### config.mk
export PLATFORM = sky130hd
export DESIGN_NAME = score_digit_renderer
export DESIGN_NICKNAME = d
export VERILOG_FILES = /design/src/rtl/score_digit_renderer.sv
export SDC_FILE = /design/constraint.sdc
export NUM_CORES = 1
export LEC_CHECK = 0
export CAP_MARGIN = 10
export CORE_ASPECT_RATIO = 1.75
export CORE_MARGIN = 3
export CORE_UTILIZATION = 46
export CTS_BUF_LIST = sky130_fd_sc_hd__clkbuf_4 sky130_fd_sc_hd__clkbuf_8
export CTS_CLUSTER_DIAMETER = 80
export DETAILED_ROUTE_END_ITERATION = 10
export HOLD_SLACK_MARGIN = 0.08
export PLACE_DENSITY_LB_ADDON = 0.12
export SYNTH_ARGS = -nofsm -noshare
export SYNTH_HDL_FRONTEND = slang
export SYNTH_SLANG_ARGS = --single-unit
### constraint.sdc
create_clock -name Clk -period 4.9 [get_ports Clk]
set_clock_uncertainty 0.1 [all_clocks]
set_input_delay 0.49 -clock Clk [delete_from_list [all_inputs] [get_ports Clk]]
set_output_delay 0.49 -clock Clk [all_outputs]
set_load 0.05 [all_outputs]
### src/rtl/score_digit_renderer.sv
// score_digit_renderer
//   Five-digit decimal score overlay for the VGA pixel path.
//   A double-dabble converter turns the 16-bit binary score into BCD over
//   16 cycles. The result is copied into the displayed digits only at a
//   frame boundary, so a frame never shows two different scores. A
//   three-stage pixel pipeline addresses the shared digit glyph ROMs,
//   selects the returned word of the right digit and keys out the
//   transparent colour.
//
// Ports
//   Clk, Reset_n          clock (rising edge), synchronous active-low reset
//   score, score_load     binary score and its one-cycle load strobe
//   frame_start           one-cycle pulse at start of vertical blank
//   DrawX, DrawY          current pixel position
//   digit_rgb_flat        registered ROM words, digit d at [24d+23:24d]
//   rom_read_address      shared glyph address {row[4:0], col[4:0]}
//   pixel_rgb, pixel_on   overlay colour (0 when transparent) and opaque flag
//   busy                  BCD conversion in progress
//   bcd_display           digits on screen, [19:16] = ten-thousands
//
// Converter states
//   state | meaning
//   IDLE  | waiting for score_load
//   SHIFT | 16 add-3/shift steps in progress (busy)
//   DONE  | result just written to bcd_result, back to IDLE next cycle
module score_digit_renderer #(
    parameter logic [9:0]  X0          = 10'd480,
    parameter logic [9:0]  Y0          = 10'd8,
    parameter logic [23:0] KEY_COLOR   = 24'hFF00FF,
    parameter bit          SUPPRESS_LZ = 1'b1
) (
    input  logic         Clk,
    input  logic         Reset_n,
    input  logic [15:0]  score,
    input  logic         score_load,
    input  logic         frame_start,
    input  logic [9:0]   DrawX,
    input  logic [9:0]   DrawY,
    input  logic [239:0] digit_rgb_flat,
    output logic [9:0]   rom_read_address,
    output logic [23:0]  pixel_rgb,
    output logic         pixel_on,
    output logic         busy,
    output logic [19:0]  bcd_display
);

    typedef enum logic [1:0] {
        IDLE  = 2'd0,
        SHIFT = 2'd1,
        DONE  = 2'd2
    } conv_state_t;

    conv_state_t state_q, state_d;
    logic [15:0] bin_q, bin_d;
    logic [19:0] bcd_q, bcd_d;
    logic [3:0]  cnt_q, cnt_d;
    logic [19:0] result_q, result_d;
    logic [19:0] display_q, display_d;

    logic [9:0]  addr_q, addr_d;
    logic        inbox_a_q, inbox_a_d;
    logic [3:0]  digit_a_q, digit_a_d;
    logic        blank_a_q, blank_a_d;
    logic        inbox_b_q;
    logic [3:0]  digit_b_q;
    logic        blank_b_q;
    logic        pixel_on_q, pixel_on_d;
    logic [23:0] pixel_rgb_q, pixel_rgb_d;

    logic [19:0] adj;
    logic [35:0] shifted;

    // Double-dabble converter
    always_comb begin
        state_d  = state_q;
        bin_d    = bin_q;
        bcd_d    = bcd_q;
        cnt_d    = cnt_q;
        result_d = result_q;
        adj      = bcd_q;
        for (int i = 0; i < 5; i++) begin
            if (bcd_q[4*i +: 4] >= 4'd5) begin
                adj[4*i +: 4] = bcd_q[4*i +: 4] + 4'd3;
            end
        end
        shifted = {adj[18:0], bin_q, 1'b0};

        case (state_q)
            IDLE: ;
            SHIFT: begin
                bcd_d = shifted[35:16];
                bin_d = shifted[15:0];
                cnt_d = cnt_q + 4'd1;
                if (cnt_q == 4'd15) begin
                    state_d  = DONE;
                    result_d = shifted[35:16];
                end
            end
            DONE:    state_d = IDLE;
            default: state_d = IDLE;
        endcase

        // A new load restarts from any state; the latest score wins.
        if (score_load) begin
            state_d = SHIFT;
            bin_d   = score;
            bcd_d   = '0;
            cnt_d   = '0;
        end

        // Latch uses the pre-edge result, so a simultaneous load in IDLE
        // shows the previous score this frame.
        display_d = display_q;
        if (frame_start && (state_q != SHIFT)) begin
            display_d = result_q;
        end
    end

    // Pixel stage A: box test, glyph address, digit and blanking
    logic       in_x, in_y;
    logic [9:0] relx, rely;
    logic [2:0] slot;
    logic [3:0] nib [5];
    logic [4:0] zero_prefix;
    logic       lz_blank;

    always_comb begin
        in_x = (DrawX >= X0) && ({1'b0, DrawX} < ({1'b0, X0} + 11'd160));
        in_y = (DrawY >= Y0) && ({1'b0, DrawY} < ({1'b0, Y0} + 11'd32));
        relx = DrawX - X0;
        rely = DrawY - Y0;
        slot = relx[7:5];

        for (int s = 0; s < 5; s++) begin
            nib[s] = display_q[19-4*s -: 4];
        end
        // zero_prefix[s]: every digit in slots 0..s is zero
        zero_prefix[0] = (nib[0] == 4'd0);
        for (int s = 1; s < 5; s++) begin
            zero_prefix[s] = zero_prefix[s-1] && (nib[s] == 4'd0);
        end

        digit_a_d = 4'hF;
        lz_blank  = 1'b0;
        case (slot)
            3'd0: begin digit_a_d = nib[0]; lz_blank = zero_prefix[0]; end
            3'd1: begin digit_a_d = nib[1]; lz_blank = zero_prefix[1]; end
            3'd2: begin digit_a_d = nib[2]; lz_blank = zero_prefix[2]; end
            3'd3: begin digit_a_d = nib[3]; lz_blank = zero_prefix[3]; end
            3'd4: begin digit_a_d = nib[4]; lz_blank = 1'b0; end
            default: ;
        endcase

        inbox_a_d = in_x && in_y;
        addr_d    = inbox_a_d ? {rely[4:0], relx[4:0]} : 10'd0;
        // Non-decimal nibbles cannot occur but are blanked rather than
        // indexing past the ten ROM words.
        blank_a_d = (SUPPRESS_LZ && lz_blank) || (digit_a_d > 4'd9);
    end

    // Pixel stage C: digit select and colour key
    logic [7:0]  sel_base;
    logic [23:0] sel;

    always_comb begin
        sel_base    = 8'(digit_b_q) * 8'd24;
        sel         = (digit_b_q <= 4'd9) ? digit_rgb_flat[sel_base +: 24] : KEY_COLOR;
        pixel_on_d  = inbox_b_q && !blank_b_q && (sel != KEY_COLOR);
        pixel_rgb_d = pixel_on_d ? sel : 24'd0;
    end

    always_ff @(posedge Clk) begin
        if (!Reset_n) begin
            state_q     <= IDLE;
            bin_q       <= '0;
            bcd_q       <= '0;
            cnt_q       <= '0;
            result_q    <= '0;
            display_q   <= '0;
            addr_q      <= '0;
            inbox_a_q   <= 1'b0;
            digit_a_q   <= '0;
            blank_a_q   <= 1'b0;
            inbox_b_q   <= 1'b0;
            digit_b_q   <= '0;
            blank_b_q   <= 1'b0;
            pixel_on_q  <= 1'b0;
            pixel_rgb_q <= '0;
        end else begin
            state_q     <= state_d;
            bin_q       <= bin_d;
            bcd_q       <= bcd_d;
            cnt_q       <= cnt_d;
            result_q    <= result_d;
            display_q   <= display_d;
            addr_q      <= addr_d;
            inbox_a_q   <= inbox_a_d;
            digit_a_q   <= digit_a_d;
            blank_a_q   <= blank_a_d;
            // Stage B lines the flags up with the ROM's registered data.
            inbox_b_q   <= inbox_a_q;
            digit_b_q   <= digit_a_q;
            blank_b_q   <= blank_a_q;
            pixel_on_q  <= pixel_on_d;
            pixel_rgb_q <= pixel_rgb_d;
        end
    end

    assign rom_read_address = addr_q;
    assign pixel_rgb        = pixel_rgb_q;
    assign pixel_on         = pixel_on_q;
    assign busy             = (state_q == SHIFT);
    assign bcd_display      = display_q;

endmodule

Word level (Yosys, flattened, before mapping). Index checks and enable logic that the tools add are counted.

Register bits after elaboration: 129. Output and inout bits: 56. Input port bits: 280.

$add $sub $neg: 8. Reductions and logical operators: 24. Shift operators: 1. Equal/unequal tests: 11. Bitwise logic cells: 2. $lt $le $gt $ge: 11. Multiply operators: 1. Muxes and demuxes: 13.

Operators with widths (count): variable part select 240 x 9 -> 24 bit (1); 2-to-1 mux 16 bit (2); 2-to-1 mux 24 bit (1); inequality test 24 bit (second input constant) (1); greater-or-equal comparator 4 x 3 -> 1 bit (second input constant) (5); one-hot mux 4 bit (5 select lines) (1); adder 4 x 2 -> 4 bit (second input constant) (4); zero test 4 bit (4); 2-to-1 mux 4 bit (4); greater-or-equal comparator 10 x 4 -> 1 bit (second input constant) (1); greater-or-equal comparator 10 x 9 -> 1 bit (second input constant) (1); < comparator 10 bit (second input constant) (1); < comparator 10 x 6 -> 1 bit (second input constant) (1); AND reduction 2 bit (5); logical AND 1 bit (9); subtractor 8 bit (second input constant) (1); == test 3 x 2 -> 1 bit (second input constant) (2); multiplier 4 x 2 -> 5 bit (second input constant) (1); subtractor 5 x 4 -> 5 bit (second input constant) (1); adder 4 x 1 -> 4 bit (second input constant) (1); == test 4 bit (second input constant) (1); > comparator 4 bit (second input constant) (1); less-or-equal comparator 4 bit (second input constant) (1); inequality test 2 x 1 -> 1 bit (second input constant) (2); 18 further kinds (19).

Longest topological paths before layout. Gate-level depths: netlist of run 1.

Depth after elaboration: 6. Gate-level depth with buffers: 20. Mapped depth without buffers: 11.

Worst setup path before layout of run 1. OpenSTA, ideal clock, no wires.

Path type: reg2reg. From: reg digit_b_q[0]. To: reg pixel_rgb_q[7] (netlist: pixel_rgb[7]). Required time: 4.677 ns. Setup slack: 0.713 ns. Data arrival time: 3.964 ns. Stages on the path, launching flop included: 17. Cells stage by stage: dfxtp_1 buf_6 buf_6 clkinv_1 clkbuf_1 ha_1 buf_4 buf_6 buf_2 mux4_2 mux4_2 nand2_1 o21ai_0 or4b_1 o31ai_4 buf_6 nor2_1.

Longest elaborated chain between the ends: 6.

RTL lines: start: declaration (line 65) `logic [3:0] digit_b_q;`; start signal: assignment (line 202) `digit_b_q <= digit_a_q;`; multiplier 4 x 2 -> 5 bit (line 166) `sel_base = 8'(digit_b_q) * 8'd24;`; variable part select 240 x 9 -> 24 bit (line 167) `sel = (digit_b_q <= 4'd9) ? digit_rgb_flat[sel_base +: 24] : KEY_COLOR;`; 2-to-1 mux 24 bit * (line 167); inequality test 24 bit (line 168) `pixel_on_d = inbox_b_q && !blank_b_q && (sel != KEY_COLOR);`; logical AND 1 bit (line 168); AND reduction 2 bit (no source line); end signal: assignment (line 205) `pixel_rgb_q <= pixel_rgb_d;`; end: declaration (line 68) `logic [23:0] pixel_rgb_q, pixel_rgb_d;`.

Every way passes the cells marked *; elsewhere a longest branch is shown, timed or not. A chain may end at the register's enable or synchronous reset.

Worst setup path after layout of run 1.
From: reg digit_b_q[1]. To: reg pixel_rgb_q[18] (netlist: pixel_rgb[18]).

Same word-level chain as after synthesis.

==> out/results.ini, run 1 <==
[status]
outcome=complete, no violations

[floorplan]
start_util_pct=46.98
io_pins=336
core_sq_um=23520
die_y_microns=211.0
fp.dieW_microns=123.2
dieArea_sq_um=25990
rows=74

[clock_network]
post_cts_buffers=0
path_clk_slew_ns=0.09
htreeDepth=4
cts_made_buffers=17
cts_sinks=129
cts.path.max_buffers=2
cts_tree=done
ctsHoldBuffers=0
cts_resized=0
insertion_delay_ns=0.43
root_buffer=clkbuf_8

[routing]
postRouteWirelength_microns=40330
vias=10840
drtIter0Drc=747
drt_first_pass_iters=7
routedWlPerCell_microns=23.13
avgViaCountPerCell=6.218
drtAntennaViolNets=0
drc=0

[synth]
async_flop_share_pct=0
synth_top_family_by_area=multiplexers
syn-num-nets=1436
synth_edf_count=0
synth.avg_cell_area_sq_um=9.708
ys_ff_latch=129
yosys.area_share.simple_pct=17.02
synthMuxAreaShare_pct=37.07
netlist-cell-type-count=63
synth-xor-area-share_pct=0.9400
synthCells=1138
synth_compound_area_share_pct=13.48
synth_seq_area_share_pct=23.37
synth_ff_type=dfxtp_1
yosys_warnings=0
synth_adder_area_share_pct=2.106
synth.cell_area_sq_um=11050

[cells_and_area]
drive_gt1_share_pct=15.84
fillers=2085
fin_area_sq_um=14920
fin_nets=1720
final_util_pct=63.45
mostFrequentLayoutCell=clkdlybuf4s50_1
layout_common_cells=clkdlybuf4s50_1, nand2_1, mux4_2
area_growth_pct=35.06

[global_routing]
overflow=0
grt_pass1_vias=10780
track_usage_pct=30.31
grt_antenna_before_repair=8
grt_pass1_wl_microns=60200
grt_max_degree=143

[placement]
postPlaceCellArea_sq_um=14520
gp_congestion=0.9742
dpl_worst_slack_ns=0.5842
dp_hpwl_microns=31220
port-buffer-count=335

[flow_run]
maxCapViolations=0

[sta]
rsz0062_at_grt=false
worstMarginPinSlew_ns=1.086
fmax_mhz=230.2
final-setup-viol-count=0
hold_viol=0
period_share_pct=88.65
fin_crit_ns=4.344
fin_tns_setup_ns=0
slew_headroom_pct=27.61
setup_slack_ns=0.5560
slew_viol_final=0

[critical_path]
cp_max_fo=35
cp-end-kind=flip-flop
criticalPathCategory=reg -> reg
cp.arrival_ns=4.54
start_kind=flip-flop
worstPathRequired_ns=5.09

[power]
p_leak_nw=5.250
cellPowerDensity_nw_per_um2=214.6
vdd_drop_max_uv=225.1

[min_path]
worstHoldPathType=in -> reg

[critical path: stages (launching register included)]
cell and delay [ns]:
dfxtp_1 0.41, inv_1 0.11, ha_4 0.63, buf_4 0.52, nor2_1 0.13, a21oi_1 0.17, o221ai_1 0.16, a311oi_1 0.49
nand4_1 0.15, or4_4 0.58, o31ai_4 0.63, nor2_1 0.10
[area by class of cell]
cell class                 count  area (sq um)  share of cell area, %
sequential                   129          2586                  17.33
clock inverter                11         132.6                 0.8888
antenna                        7         17.52                 0.1174
timing repair buffer         364          3628                  24.32
inverter                      21         78.83                 0.5283
multi-input combinational    889          7843                  52.56
clock buffer                  19         255.2                  1.711
tap                          304         380.4                  2.549
[per-stage QoR]
step	std cells	total power, mW	hold WS (ns)
after floorplan	1138	1.825	0.3119
after global placement	1707	2.280	0.3203
after detailed placement	1707	2.287	0.3196
after CTS	1737	3.205	0.2956
after global routing	1741	3.330	0.3089
final	1744	3.202	0.3112
[path summary, 6_finish.rpt]
kind	startpoint	to	slack [ns]	cells past startpoint
setup / recovery	digit_b_q[1]$_SDFF_PN0_	pixel_rgb[18]$_SDFF_PN0_	0.56	11
hold / removal	Reset_n	bin_q[8]$_SDFFE_PN0P_	0.31	2
setup reg to reg	digit_b_q[1]$_SDFF_PN0_	pixel_rgb[18]$_SDFF_PN0_	0.56	11
hold reg to reg	inbox_a_q$_SDFF_PN0_	inbox_b_q$_SDFF_PN0_	0.33	1
[registers in the layout, indices dropped and copies added (netlist names)]
name	flops
pixel_rgb	24
bcd_display	20
pixel_on	1
blank_b_q	1
inbox_a_q	1
cnt_q	4
bin_q	16
digit_a_q	4
bcd_q	20
digit_b_q	4
rom_read_address	10
result_q	20
inbox_b_q	1
blank_a_q	1
state_q	2
[cells in the mapped netlist, drive strengths merged (4+ instances only)]
cell type	instances	share of area (%)
a211oi	13	0.93
a21boi	34	2.3
a21oi	81	3.7
a22oi	16	1.1
a31oi	4	0.23
a32oi	7	0.55
and2	20	1.1
buf	56	3.8
clkbuf	43	1.5
dfxtp	129	23
ha	17	1.9
inv	19	0.65
mux2i	66	6.0
mux4	151	31
nand2	218	7.4
nand2b	12	0.68
nand3	45	2.0
nand4	7	0.40
nor2	55	1.9
nor2b	22	1.2
nor3	9	0.41
nor3b	12	0.82
o211a	9	0.82
o21ai	27	1.2
o22ai	5	0.28
o31ai	4	0.40
or4	4	0.31
xnor2	8	0.63
[cells by family after synthesis]
group                    after synthesis
AO/OA/AOI/OAI                        225
XOR/XNOR                              11
adder cells (fa/ha/maj)               18
buffers and inverters                120
flip-flops                           129
multiplexers                         220
AND/OR/NAND/NOR                      415
[where the power goes]
part | switching [mW] | total (mW) | internal, mW
Sequential | 0.00940 | 1.07 | 1.06
Combinational | 0.572 | 1.21 | 0.636
Clock | 0.451 | 0.922 | 0.471
[metal layers]
layer | GRT usage (%) | vias up | part of all wire [%]
li1 | - | 4860 | -
met1 | 32.06 | 5223 | 32
met2 | 53.46 | 610 | 51
met3 | 6.672 | 147 | 9.4
met4 | 19.04 | 4 | 6.8
met5 | 0 | - | 0.050
No activity file was read; power rests on OpenSTA's default activity.
==> run 2: changes to the inputs <==
CTS_CLUSTER_SIZE = 14   (was not set)
==> results of run 2 <==
Same layout as run 1: the final DEF is identical, and so are final timing and power.
==> run 3: changes to the inputs <==
SLEW_MARGIN = 15   (was not set)
==> results of run 3 <==
Same layout as run 1: the final DEF is identical, and so are final timing and power.
